===== src/rtl/counter_display_stage_if.sv =====
// Value bus between the counter stage and its display stage: the decoded value
// flows in, and the registered value, status flags and display drive flow out.
interface counter_display_stage_if;
  logic [3:0] I;
  logic [3:0] V;
  logic       CHG;
  logic       STUCK;
  logic [6:0] SEG;
  logic [1:0] AN;

  modport master (output I, input V, CHG, STUCK, SEG, AN);
  modport slave  (input I, output V, CHG, STUCK, SEG, AN);
endinterface


===== src/rtl/counter_display_stage.sv =====
// Registers the counter value, flags changes and stalls, and scans it onto a
// two-digit multiplexed 7-segment display with the tens digit blanked below 10.
module counter_display_stage #(
  parameter int DIV   = 4,
  parameter int STALL = 3
) (
  input  logic                   C,
  input  logic                   R,
  counter_display_stage_if.slave bus
);

  localparam int SCW = $clog2(STALL + 1);
  localparam int DCW = (DIV > 1) ? $clog2(DIV) : 1;
  localparam logic [SCW-1:0] SC_MAX  = SCW'(STALL);
  localparam logic [DCW-1:0] DC_LAST = DCW'(DIV - 1);

  function automatic logic [6:0] seg_code(input logic [3:0] d);
    case (d)
      4'd0:    seg_code = 7'h3F;
      4'd1:    seg_code = 7'h06;
      4'd2:    seg_code = 7'h5B;
      4'd3:    seg_code = 7'h4F;
      4'd4:    seg_code = 7'h66;
      4'd5:    seg_code = 7'h6D;
      4'd6:    seg_code = 7'h7D;
      4'd7:    seg_code = 7'h07;
      4'd8:    seg_code = 7'h7F;
      4'd9:    seg_code = 7'h6F;
      default: seg_code = 7'h00;
    endcase
  endfunction

  logic [SCW-1:0] sc;
  logic [SCW-1:0] sc_next;
  logic [DCW-1:0] dc;
  logic           ds;
  logic           tens;
  logic [3:0]     units;

  always_comb begin
    tens  = (bus.V >= 4'd10);
    units = tens ? (bus.V - 4'd10) : bus.V;
  end

  // NOTE: every always_comb output gets a default first so no path infers a latch.
  always_comb begin
    sc_next = '0;
    if (bus.I == bus.V) begin
      sc_next = (sc == SC_MAX) ? sc : sc + 1'b1;
    end
  end

  // NOTE: non-blocking assignments so every register samples pre-edge values;
  // the output register relies on this to see V/DS from before the edge.
  always_ff @(posedge C or posedge R) begin
    if (R) begin
      bus.V     <= '0;
      bus.CHG   <= 1'b0;
      bus.STUCK <= 1'b0;
      sc        <= '0;
      dc        <= '0;
      ds        <= 1'b0;
      bus.SEG   <= '0;
      bus.AN    <= 2'b00;
    end else begin
      bus.V     <= bus.I;
      bus.CHG   <= (bus.I != bus.V);
      sc        <= sc_next;
      bus.STUCK <= (sc_next == SC_MAX);

      if (dc == DC_LAST) begin
        dc <= '0;
        ds <= ~ds;
      end else begin
        dc <= dc + 1'b1;
      end

      if (!ds) begin
        bus.AN  <= 2'b01;
        bus.SEG <= seg_code(units);
      end else if (tens) begin
        bus.AN  <= 2'b10;
        bus.SEG <= seg_code(4'd1);
      end else begin
        bus.AN  <= 2'b00;
        bus.SEG <= 7'h00;
      end
    end
  end

endmodule


===== src/flat_wrapper.sv =====
// flat-port wrapper written by rule: the top's interface ports become plain ports
module counter_display_stage_flat 
#(
  parameter int DIV   = 4,
  parameter int STALL = 3
)
  (C, R, bus_I, bus_V, bus_CHG, bus_STUCK, bus_SEG, bus_AN);
  counter_display_stage_if bus_i ();
  input  logic C;
  input  logic R;
  input wire logic [$bits(bus_i.I)-1:0] bus_I;
  output wire logic [$bits(bus_i.V)-1:0] bus_V;
  output wire logic [$bits(bus_i.CHG)-1:0] bus_CHG;
  output wire logic [$bits(bus_i.STUCK)-1:0] bus_STUCK;
  output wire logic [$bits(bus_i.SEG)-1:0] bus_SEG;
  output wire logic [$bits(bus_i.AN)-1:0] bus_AN;
  assign bus_i.I = bus_I;
  assign bus_V = bus_i.V;
  assign bus_CHG = bus_i.CHG;
  assign bus_STUCK = bus_i.STUCK;
  assign bus_SEG = bus_i.SEG;
  assign bus_AN = bus_i.AN;
  counter_display_stage #(.DIV(DIV), .STALL(STALL)) u_core (.C(C), .R(R), .bus(bus_i));
endmodule

===== config.mk =====
export PLATFORM = sky130hd
export DESIGN_NAME = counter_display_stage_flat
export DESIGN_NICKNAME = d
export VERILOG_FILES = /design/src/rtl/counter_display_stage_if.sv /design/src/rtl/counter_display_stage.sv /design/src/flat_wrapper.sv
export SDC_FILE = /design/constraint.sdc
export NUM_CORES = 1
export LEC_CHECK = 0
export CAP_MARGIN = 10
export CORE_MARGIN = 3
export CORE_UTILIZATION = 44
export CTS_BUF_LIST = sky130_fd_sc_hd__clkbuf_16
export DETAILED_ROUTE_END_ITERATION = 10
export HOLD_SLACK_MARGIN = 0.12
export PLACE_DENSITY_LB_ADDON = 0.15
export SYNTH_ARGS = -nofsm -noshare
export SYNTH_HDL_FRONTEND = slang
export SYNTH_SLANG_ARGS = --single-unit

===== constraint.sdc =====
create_clock -name C -period 1.95 [get_ports C]
set_input_delay 0.39 -clock C [delete_from_list [all_inputs] [get_ports C]]
set_output_delay 0.39 -clock C [all_outputs]
set_load 0.005 [all_outputs]

After elaboration in Yosys (flattened, before gate mapping):

Memories as Yosys holds them, arrays and structs flattened.
Cells that the tools add are included.

* register bits after elaboration: 20
* memories: 1
* bits in read-only memories: 112

* equal/unequal tests: 5
* order comparisons: 1
* muxes and demuxes: 8
* add/sub/neg operators: 3
* bitwise operators: 1

Memories
* (name not given): depth 16, bits a word 7, read ports 1, clocked after memory_dff 0, write ports 0, RTL line counter_display_stage.sv:18 `case (d)`

Operator list (number)
* $mux W2: 5
* $mux W7: 1
* $eq A2 B2 Y1 const B: 3
* $add A2 B1 Y2 const B: 2
* $eq A4 B4 Y1: 1
* $ge A4 B4 Y1 const B: 1
* $mux W4: 1
* $ne A4 B4 Y1: 1
* $sub A4 B4 Y4 const B: 1
* $mux W3: 1
* $not A1 Y1: 1

Logic depth before layout (Yosys ltp):

Gate-level depths: netlist (run 1).

* depth in word-level cells: 4
* gate-level depth with buffers: 8
* mapped depth without buffers: 6

Least setup slack after synthesis (run 1):

No wires, ideal clock.

* path kind: register to register
* start point: reg u_core.bus.V[3]
* end point: reg u_core.bus.SEG[1]
* cell stages (with the launch flop): 8
* arrival: 1789 ps
* clock period less this slack: 1915 ps
* setup time: 126 ps
* path slack: 35 ps
* cells stage by stage: dfrtp_1 -> buf_4 -> buf_2 -> nand2_1 -> mux2i_1 -> ha_1 -> a211o_1 -> a221o_1

* cells in the longest elaborated chain, start to end: 4

Ends and longest elaborated chain
* from (decl): RTL line counter_display_stage_if.sv:12 `modport slave (input I, output V, CHG, STUCK, SEG, AN);`
* from (signal assigned): RTL line counter_display_stage.sv:66 `bus.V <= bus.I;`
* $sub A4 B4 Y4 or $ge A4 B4 Y1 (tied branches): RTL line counter_display_stage.sv:42, counter_display_stage.sv:41
* $mux W4: RTL line counter_display_stage.sv:42 `units = tens ? (bus.V - 4'd10) : bus.V;`
* $mem_v2 Z16 W7
* $mux W7 (*): RTL line counter_display_stage.sv:78 `if (!ds) begin`
* to (signal assigned): RTL line counter_display_stage.sv:80 `bus.SEG <= seg_code(units);`
* to (signal assigned): RTL line counter_display_stage.sv:83 `bus.SEG <= seg_code(4'd1);`
* to (decl): RTL line counter_display_stage_if.sv:12

Every way passes the cells marked *; elsewhere a longest branch is shown, timed or not.
A chain may end at the register's enable or synchronous reset.

Final worst setup path (run 1):

* start point: reg u_core.bus.V[2]
* end point: reg u_core.bus.SEG[6]

* cells in the longest elaborated chain, start to end: 4

Ends and longest elaborated chain (RTL line)
* $sub A4 B4 Y4 or $ge A4 B4 Y1 (tied branches): counter_display_stage.sv:42, counter_display_stage.sv:41
* $mux W4 (*): counter_display_stage.sv:42
* $mem_v2 Z16 W7 (*)
* $mux W7 (*): counter_display_stage.sv:78

Marks and branches as above.

==> results by group, run 1 <==
Clock tree
  • CTS sink count: 20
  • Clk_lat worst skew: 0.25 ns
  • Post-CTS setup buffers: 0
  • Clock Tree Root: clkbuf_16
  • Clk slew on worst S/H paths: 0.06 ns
  • Htree depth: 1
  • Max Root-Sink Buffers: 2
  • TritonCTS clock tree: done
  • PostCTS Resize Cnt: 0
  • Num CTS Buffers: 3
  • # hold bufs at CTS: 0

Pwr
  • Int Pwr: 0.940 mW
  • Lkg Pwr: 0.579 nW
  • Clk network pwr share: 47.2%
  • Worst vdd ir: 488 uV
  • Sw frac: 20.3%
  • P_sw: 0.239 mW
  • Gate power share: 14.8%
  • Part of the power in registers: 38.0%
  • PD cells: 880 nW/um2

Worst setup path
  • Worst EP arrival: 1.90 ns
  • Worst Path Max Fanout: 13
  • Critical path buffers and inverters: 1
  • Crit end category: register
  • R2r setup slk: 0.19 ns
  • CP Launch Type: register
  • Setup CP Type: reg -> reg
  • Critical path's top delay family: adder cells
  • Critical Path Max Stage Delay: 0.52 ns
  • Crit-path cells: inv_1 -> ha_1 -> nand2b_1 -> a31oi_1 -> a2111oi_2
  • Slowest-stage cell, CP: ha_1
  • CP required: 2.09 ns

Final layout
  • Nets: 130
  • Area Overhead vs Synth: 32.9%
  • Fillcell total: 168
  • Ant diodes: 0
  • Commonest cells after routing, fill and taps aside: clkdlybuf4s50_1 (20), dfrtp_1 (20), a21oi_1 (10)
  • FF/Latch Area: 500 um2
  • Utilization after layout: 64.9%
  • Share of cells above drive strength 1: 9.32%
  • Area of the multi-input gates: 439 um2

Place
  • Worst slack at placement: 0.209 ns
  • Input/output buffers: 20
  • Hpwl dp: 1.31 mm
  • Final Wtd Congestion: 0.814

STA
  • Final worst path period share: 90.4%
  • Final TNS setup: 0 ns
  • Final critical-path required period: 1.76 ns
  • Slew of the pin with the lowest slew margin: 0.395 ns
  • Fmax: 567 MHz
  • Setup Skew: 0.00347 ns
  • Final Hold Slack: 0.426 ns
  • RSZ-0062 raised after global routing: false
  • Slew Limit Headroom: 73.6%
  • Final max-slew violation count: 0
  • Final setup fails: 0
  • Final worst slack: 0.188 ns
  • Fin. Hold Viols: 0

Routing
  • Antenna Violating Nets Remaining: 0
  • Starting DRT DRC Count: 24
  • Vias after detailed routing: 780
  • DRT Wirelength: 1.86 mm
  • Vias per inst: 5.38
  • Residual DRC: 0
  • DR pass1 iterations: 4
  • DR WL/cell: 12.8 um

Hold path
  • Type of the most critical hold path: reg -> reg

Die
  • Die Ht: 53.8 um
  • Die footprint: 2900 um2
  • Core Area: 2060 um2
  • Number of core rows: 16
  • Top-Level Pins: 21
  • Die width: 53.8 um
  • Starting Density: 48.8%

Synth
  • EDFF count, synth: 0
  • YS warnings: 0
  • Cell variety after synth: 34
  • Register area share after synthesis: 49.7%
  • Synth Flop Type: dfrtp_1
  • Post-Syn Area: 1010 um2
  • Synth async-reset ratio: 100%
  • Net Count, Synth: 107
  • Seq cells post-synth: 20
  • Cell count after synthesis: 96
  • Syn_area_per_cell: 10.5 um2

Global route
  • Gr ovfl total: 0
  • Largest net degree at the start of global routing: 21
  • Global-route wire length before repair: 3.08 mm
  • GRT Total Usage: 15.4%
  • Initial antenna violation count: 0
  • Vias in the first global route: 748

Job
  • # Max-Cap Violations: 0

Run status
  • Status: finished clean
## power groups by stage
stage / combinational, mW / clock, mW / sequential [mW]
5_1_grt: 0.193 / 0.591 / 0.451
3_3_place_gp: 0.172 / 0 / 0.456
4_1_cts: 0.176 / 0.567 / 0.449
6_report: 0.174 / 0.556 / 0.448
2_1_floorplan: 0.0957 / 0 / 0.459
3_5_place_dp: 0.173 / 0 / 0.456
## registers in the layout, summed over array words and instances (netlist names)
signal and cells:
u_core.bus.CHG 1, u_core.dc 2, u_core.bus.V 4, u_core.bus.STUCK 1
u_core.ds 1, u_core.sc 2, u_core.bus.SEG 7, u_core.bus.AN 2
## worst register-to-register path, delay by kind of cell, from the launching register on
kind            cells  cell delay, ns
compound gates      2            0.47
fa+ha+maj           1            0.52
buf+inv             1            0.06
flops               1            0.41
simple gates        1            0.19
## path summary, 6_finish.rpt
check / depth (start not counted) / from / end
setup / recovery: 5 / u_core.bus.V[2] / u_core.bus.SEG[6]
hold / removal: 1 / u_core.dc[0] / u_core.dc[0]
setup reg to reg: 5 / u_core.bus.V[2] / u_core.bus.SEG[6]
hold reg to reg: 1 / u_core.dc[0] / u_core.dc[0]
max in group asynchronous: 3 / R / u_core.bus.V[0]
min in group asynchronous: 3 / R / u_core.bus.SEG[1]
## cells in the mapped netlist, types with 2 or more instances
cell	instances	area share [%]
inv_1	8	3.0
buf_4	3	2.2
ha_1	5	6.2
a211oi_1	3	2.2
a211o_1	2	1.7
xnor2_1	5	4.3
nand2b_1	2	1.2
dfrtp_1	20	50
nand2_1	3	1.1
nor2_1	6	2.2
o21ai_0	4	2.0
a21oi_1	10	5.0
a31oi_1	2	1.2
buf_2	3	1.5
## per-layer routing
metal	vias up	GRT usage, %	share of wire (%)
li1	386	-	-
met1	359	16.1	40
met2	30	26.4	51
met3	5	4.16	7.4
met5	-	0	0
met4	0	11.1	2.3
## per-stage QoR
step                      total power [mW]  cell area (um2)  cells
after floorplan                      0.555             1010     96
after global placement               0.628             1230    141
after detailed placement             0.629             1230    141
after CTS                             1.19             1340    145
after global routing                  1.23             1340    145
final                                 1.18             1340    145
## cell families (layout without fill, tap and decap cells)
| logic type | after synthesis | count (layout) | synth area share (%) |
|---|---|---|---|
| muxes | 1 | 1 | 0.994 |
| and+or+nand+nor | 20 | 20 | 10.4 |
| AOI/OAI and AO/OA | 30 | 30 | 20.7 |
| DFF | 20 | 20 | 49.7 |
| buffers and inverters | 14 | 36 | 6.71 |
| xor gates and xnor gates | 6 | 6 | 5.22 |
| adders and majority gates | 5 | 5 | 6.21 |
## final cells by class
class / instances / area share (%)
Multi-Input combinational cell: 62 / 32.8
Sequential cell: 20 / 37.4
Clock buffer: 3 / 5.61
Timing Repair Buffer: 24 / 17.2
Tap cell: 27 / 2.52
Inverter: 8 / 2.24
Clock inverter: 1 / 2.24
Note: power is estimated with default switching activity, not from simulation.
==> run 2, diff against run 1 <==
- clock period: 1.95 -> 1.56 ns (I/O delays scaled with it)
==> run 2 against run 1 <==
Compared with the run above:
- the run now ends with negative setup slack left
- routed wire length up 17%
- sequential share of layout area decreased by 3.2 points
- flip-flop and latch count stayed put
==> results by group, run 2 (synthesis results as in run 1) <==
Die
  • Starting Density: 48.8% (unchanged)
  • Core Area: 2060 um2 (unchanged)
  • Die width: 53.8 um (unchanged)
  • Top-Level Pins: 21 (unchanged)
  • Die footprint: 2900 um2 (unchanged)
  • Die Ht: 53.8 um (unchanged)
  • Number of core rows: 16 (unchanged)

Worst setup path
  • R2r setup slk: -0.12 ns (-0.31 ns)
  • Reg2reg end: u_core.bus.SEG[1]
  • CP required: 1.70 ns (-0.39 ns)
  • Reg-to-Reg Start: u_core.bus.V[1]
  • Slowest-stage cell, CP: dfrtp_2
  • Critical Path Max Stage Delay: 0.41 ns (-0.11 ns)
  • Crit end category: register
  • FF-to-FF path depth: 5 (unchanged)
  • Worst EP arrival: 1.81 ns (-0.09 ns)
  • Crit-path cells: inv_2 -> mux2i_2 -> ha_1 -> a211o_1 -> a221o_1
  • CP Launch Type: register
  • Setup CP Type: reg -> reg
  • Worst Path Max Fanout: 3 (-10)

Global route
  • Gr ovfl total: 0 (unchanged)
  • Global-route wire length before repair: 3.70 mm (+20%)
  • Vias in the first global route: 815 (+9.0%)
  • GRT Total Usage: 18.6% (+3.1 points)
  • Largest net degree at the start of global routing: 21 (unchanged)
  • Initial antenna violation count: 0 (unchanged)

Final layout
  • Largest regs: u_core.bus.SEG: 7 flops, u_core.bus.V: 4 flops
  • Fillcell total: 166 (-1.2%)
  • FF/Latch Area: 502 um2 (+0.25%)
  • Commonest cells after routing, fill and taps aside: dfrtp_1 (19), clkdlybuf4s50_1 (17), buf_4 (14)
  • Ant diodes: 0 (unchanged)
  • Area of the multi-input gates: 457 um2 (+4.0%)
  • Nets: 143 (+10%)
  • Area Overhead vs Synth: 45.6%
  • Max reg flops: 7 (unchanged)
  • Share of cells above drive strength 1: 23.7% (+14 points)
  • Largest Register: u_core.bus.SEG
  • Commonest non-fill, non-tap cell in the layout: dfrtp_1
  • Finished Layout Cells: 158 (+9.0%)

Routing
  • DR pass1 iterations: 4 (unchanged)
  • Vias after detailed routing: 851 (+9.1%)
  • DRT Wirelength: 2.17 mm (+17%)
  • Vias per inst: 5.39 (+0.13%)
  • DR WL/cell: 13.8 um (+7.3%)
  • Starting DRT DRC Count: 4 (-83%)
  • Antenna Violating Nets Remaining: 0 (unchanged)
  • Residual DRC: 0 (unchanged)

Run status
  • Violated checks: negative setup slack
  • Status: finished, violations left

Hold path
  • Type of the most critical hold path: in -> async

Place
  • Worst slack at placement: -0.0855 ns (-0.294 ns)
  • Hpwl dp: 1.54 mm (+18%)
  • Placed insts: 150 (+6.4%)
  • Final Wtd Congestion: 0.910 (+12%)
  • Input/output buffers: 20 (unchanged)

STA
  • Final worst slack: -0.117 ns (-0.305 ns)
  • Final max-slew violation count: 0 (unchanged)
  • Setup Skew: 0.00191 ns (-0.00157 ns)
  • Slew Limit Headroom: 74.0% (+0.36 points)
  • Final critical-path required period: 1.68 ns (-0.0849 ns)
  • Fmax: 596 MHz (+5.1%)
  • Slew of the pin with the lowest slew margin: 0.390 ns (-0.00534 ns)
  • RSZ-0062 raised after global routing: true
  • Fin. Hold Viols: 0 (unchanged)
  • Final worst path period share: 108% (+17 points)
  • Final setup fails: 4 (+4)
  • Final TNS setup: -0.240 ns (-0.240 ns)

Clock tree
  • Max Root-Sink Buffers: 2 (unchanged)
  • CTS sink count: 20 (unchanged)
  • Clk slew on worst S/H paths: 0.06 ns (about the same)
  • # hold bufs at CTS: 0 (unchanged)
  • TritonCTS clock tree: done
  • Clock Tree Root: clkbuf_16
  • Htree depth: 1 (unchanged)
  • Clk_lat worst skew: 0.25 ns (about the same)
  • Num CTS Buffers: 3 (unchanged)

Job
  • # Max-Cap Violations: 0 (unchanged)

Pwr
  • Lkg Pwr: 0.652 nW (+13%)
  • PD cells: 1040 nW/um2 (+18%)
  • Worst vdd ir: 819 uV (+68%)
run 2: cell count changes in the layout (fill, tap and decap cells not counted), moves of 2 or more:
cell and change:
ha_1 -2, ha_2 +2, buf_4 +10, dlygate4sd2_1 +2, buf_6 +3, clkdlybuf4s50_1 -3
run 2: how the worst max path moves through the flow:
| stage | to | slack [ns] | from | depth (start not counted) |
|---|---|---|---|---|
| final | u_core.bus.SEG[1] | -0.12 | u_core.bus.V[1] | 5 |
| after global placement | u_core.bus.SEG[1] | -0.05 | u_core.bus.V[1] | 5 |
| after floorplan | u_core.bus.SEG[1] | -0.23 | u_core.bus.V[3] | 7 |
| after CTS | u_core.bus.SEG[1] | -0.1 | u_core.bus.V[2] | 6 |
| after global routing | u_core.bus.SEG[1] | -0.16 | u_core.bus.V[1] | 5 |
| after detailed placement | u_core.bus.SEG[1] | -0.09 | u_core.bus.V[1] | 5 |
run 2: cell type report:
class,instances,share of cell area (%)
multi-input cells,62,31.1
well taps,27,2.30
repair buffers,37,23.1
flip-flops and latches,20,34.2
inverters,8,2.05
clock buffers,3,5.12
clock inverters,1,2.05
run 2: power by group:
part / switching [mW] / internal, mW
Sequential: 0.0113 / 0.548
Combinational: 0.116 / 0.149
Clock: 0.193 / 0.509
run 2: per-layer routing:
metal	global-route usage (%)	wire length, um	share of wire (%)
met5	0	0	0
met1	20.6	886	41
met2	30.6	1130	52
met3	5.82	117	5.4
met4	11.5	44	2.0
run 2: critical path: cells and delay by family, from the launching register on:
kind | cells | cell delay (ns)
DFF | 1 | 0.41
buffers and inverters | 1 | 0.09
AOI/OAI and AO/OA | 2 | 0.55
muxes | 1 | 0.23
adders and majority gates | 1 | 0.27
run 2: what timing repair did:
item,CTS,global route
setup buffers,3,1
setup endpoints to repair,6,9
pin swaps,1,1
resized for setup,5,4
run 2: per-stage QoR:
| stage | utilization (%) | total power, mW | instance area (um2) | hold slack [ns] |
|---|---|---|---|---|
| floorplan | - | 0.705 | 1040 | 0.276 |
| global placement | 63.5 | 0.810 | 1310 | 0.415 |
| detailed placement | 63.5 | 0.815 | 1310 | 0.416 |
| CTS | 70.1 | 1.54 | 1450 | 0.380 |
| global route | 71.1 | 1.60 | 1470 | 0.408 |
| finish | 71.1 | 1.53 | 1470 | 0.375 |
==> run 3, diff against run 2 <==
- ABC_AREA: default -> 1
- CORE_UTILIZATION: 44 -> 42
==> run 3 against run 2 <==
Compared with the run above:
- the run now ends clean
- combinational power is 23% lower
- routed wire length is 26% lower
- synthesized area is 15% lower
- die area is 10% lower
- sequential share of layout area is 6.6 points higher
- final cell count is 12% lower
- critical path type is now reg -> out
==> results by group, run 3 <==
Routing
  • DR pass1 iterations: 3 (-1)
  • Vias per inst: 4.62 (-14%)
  • DRT Wirelength: 1.60 mm (-26%)
  • DR WL/cell: 11.5 um (-16%)
  • Residual DRC: 0 (unchanged)
  • Antenna Violating Nets Remaining: 0 (unchanged)
  • Vias after detailed routing: 642 (-25%)
  • Starting DRT DRC Count: 9 (+5)

Final layout
  • Largest Register: u_core.bus.SEG
  • Max reg flops: 7 (unchanged)
  • Nets: 126 (-12%)
  • Commonest cells after routing, fill and taps aside: clkdlybuf4s50_1 (18), dfrtp_1 (18), inv_1 (8), nand2_1 (8), buf_4 (8)
  • Ant diodes: 0 (unchanged)
  • Largest regs: u_core.bus.SEG: 7 flops, u_core.bus.V: 4 flops
  • Area Overhead vs Synth: 44.8%
  • Share of cells above drive strength 1: 22.8% (-0.86 points)
  • Finished Layout Cells: 139 (-12%)

Global route
  • Initial antenna violation count: 0 (unchanged)
  • Global-route wire length before repair: 2.79 mm (-25%)
  • GRT Total Usage: 14.3% (-4.2 points)
  • Gr ovfl total: 0 (unchanged)
  • Largest net degree at the start of global routing: 21 (unchanged)
  • Vias in the first global route: 645 (-21%)

Die
  • Top-Level Pins: 21 (unchanged)
  • Core Area: 1820 um2 (-12%)
  • Die footprint: 2610 um2 (-10%)
  • Die Ht: 51.0 um (-5.2%)
  • Number of core rows: 15 (-1)
  • Starting Density: 46.8% (-2.0 points)
  • Die width: 51.0 um (-5.2%)

STA
  • Final max-slew violation count: 0 (unchanged)
  • Slew of the pin with the lowest slew margin: 0.259 ns (-0.131 ns)
  • Fin. Hold Viols: 0 (unchanged)
  • Setup Skew: 0.00395 ns (+0.00204 ns)
  • Final setup fails: 0 (-4)
  • Final worst slack: 0.0784 ns (+0.196 ns)
  • Final worst path period share: 95.0% (-13 points)
  • Slew Limit Headroom: 82.7% (+8.7 points)
  • Final TNS setup: 0 ns (+0.240 ns)
  • Fmax: 675 MHz (+13%)
  • RSZ-0062 raised after global routing: false
  • Final critical-path required period: 1.48 ns (-0.196 ns)

Pwr
  • Lkg Pwr: 0.604 nW (-7.3%)
  • Clk network pwr share: 40.3% (-5.7 points)
  • PD cells: 1040 nW/um2 (+0.22%)
  • Worst vdd ir: 858 uV (+4.8%)
  • Int Pwr: 1.00 mW (-17%)
  • Sw frac: 22.0% (+1.0 points)
  • Gate power share: 15.8% (-1.6 points)
  • Part of the power in registers: 43.9% (+7.2 points)
  • P_sw: 0.283 mW (-12%)

Clock tree
  • Clk_lat worst skew: 0.25 ns (about the same)
  • CTS sink count: 20 (unchanged)
  • TritonCTS clock tree: done
  • Num CTS Buffers: 3 (unchanged)
  • Clock Tree Root: clkbuf_16
  • Clk slew on worst S/H paths: 0.05 ns (about the same)
  • Max Root-Sink Buffers: 2 (unchanged)
  • Htree depth: 1 (unchanged)
  • # hold bufs at CTS: 0 (unchanged)

Synth
  • EDFF count, synth: 0 (unchanged)
  • Most frequent cell after synthesis: dfrtp_1
  • Post-synth top area cell: dfrtp_1
  • Cell variety after synth: 16 (-53%)
  • Top cells by area, synth: dfrtp_1 (59%), ha_1 (7.3%), nand3_1 (4.1%)
  • Commonest cells in the synthesized netlist: dfrtp_1 (20), inv_1 (9), nand2_1 (9), nand3_1 (7)
  • Synth async-reset ratio: 100% (unchanged)
  • Syn_area_per_cell: 10.4 um2 (-0.96%)
  • YS warnings: 0 (unchanged)
  • Seq cells post-synth: 20 (unchanged)
  • Cell count after synthesis: 82 (-15%)
  • Synth top area share: 58.7% (+9.0 points)
  • Net Count, Synth: 93 (-13%)
  • Register area share after synthesis: 58.7% (+9.0 points)
  • Post-Syn Area: 852 um2 (-15%)
  • Synth Flop Type: dfrtp_1

Place
  • Placed insts: 130 (-13%)
  • Hpwl dp: 1.17 mm (-24%)
  • Worst slack at placement: 0.0697 ns (+0.155 ns)
  • Input/output buffers: 20 (unchanged)
  • Final Wtd Congestion: 0.793 (-13%)

Worst setup path
  • CP required: 1.25 ns (-0.45 ns)
  • Crit-path cells: clkdlybuf4s50_1
  • Critical path buffers and inverters: 1 (unchanged)
  • R2r setup slk: 0.08 ns (+0.20 ns)
  • CP Launch Type: register
  • Worst EP arrival: 1.17 ns (-0.64 ns)
  • Crit end category: output port
  • Critical Path Max Stage Delay: 0.52 ns (+0.11 ns)
  • Critical path's top delay family: buffers and inverters
  • Worst Path Max Fanout: 5 (+2)
  • Slowest-stage cell, CP: clkdlybuf4s50_1
  • Setup CP Type: reg -> out

Hold path
  • Type of the most critical hold path: in -> async

Job
  • # Max-Cap Violations: 0 (unchanged)

Run status
  • Status: finished clean
## run 3: cell types whose count changed after synthesis, sizes merged, moves of 2 or more
cell,delta
buf,-6
inv,+4
nand2b,-2
nand2,+11
a211o,-2
a21oi,-4
a31oi,-2
a211oi,-3
nand3,+6
## run 3: stage by stage
stage	hold slack, ns	power (mW)	utilization [%]	instance area [um2]
final	0.377	1.29	67.8	1230
after global routing	0.424	1.35	67.8	1230
after CTS	0.394	1.29	65.8	1200
after detailed placement	0.417	0.765	60.8	1110
after global placement	0.412	0.759	60.8	1110
after floorplan	0.276	0.663	-	852
## run 3: final cells by class
| cell class | instances | area [um2] |
|---|---|---|
| clock buffer | 3 | 75.1 |
| clock inverter | 1 | 3.75 |
| fill | 139 | 587 |
| inverter | 12 | 45.0 |
| multi-input combinational | 50 | 314 |
| sequential | 20 | 503 |
| tap | 25 | 31.3 |
| timing repair buffer | 28 | 262 |
## run 3: what timing repair did
action,CTS,global route
endpoints found under the setup margin,2,8
pin swaps,0,1
setup buffers,2,3
gates resized for setup,1,6
## run 3: power by group through the flow
stage	clock network [mW]	logic [mW]	registers (mW)
5_1_grt	0.550	0.226	0.570
3_5_place_dp	0	0.191	0.575
3_3_place_gp	0	0.186	0.573
4_1_cts	0.530	0.197	0.565
6_report	0.519	0.203	0.565
2_1_floorplan	0	0.0841	0.579
## run 3: logic make-up after synthesis
| logic type | share of synthesized area (%) |
|---|---|
| adder cells (fa/ha/maj) | 7.34 |
| AO/OA/AOI/OAI | 6.31 |
| AND/OR/NAND/NOR | 17.2 |
| XOR/XNOR | 5.14 |
| flip-flops | 58.7 |
| buffers and inverters | 5.29 |
## run 3: routing by layer
layer / up-vias / GRT usage (%) / part of all wire (%)
met3: 2 / 3.21 / 4.1
met2: 15 / 26.0 / 51
met4: 0 / 4.04 / 0.81
met5: - / 0 / 0
met1: 301 / 16.8 / 44
li1: 324 / - / -
## run 3: final timing paths
check	start	end	depth (start not counted)
min reg2reg	u_core.dc[0]	u_core.dc[0]	1
max reg2reg	u_core.bus.V[3]	u_core.bus.SEG[1]	7
max in group asynchronous	R	u_core.bus.V[0]	3
max	u_core.bus.V[0]	bus_V[0]	1
min in group C	u_core.dc[0]	u_core.dc[0]	1
min	R	u_core.bus.AN[1]	3
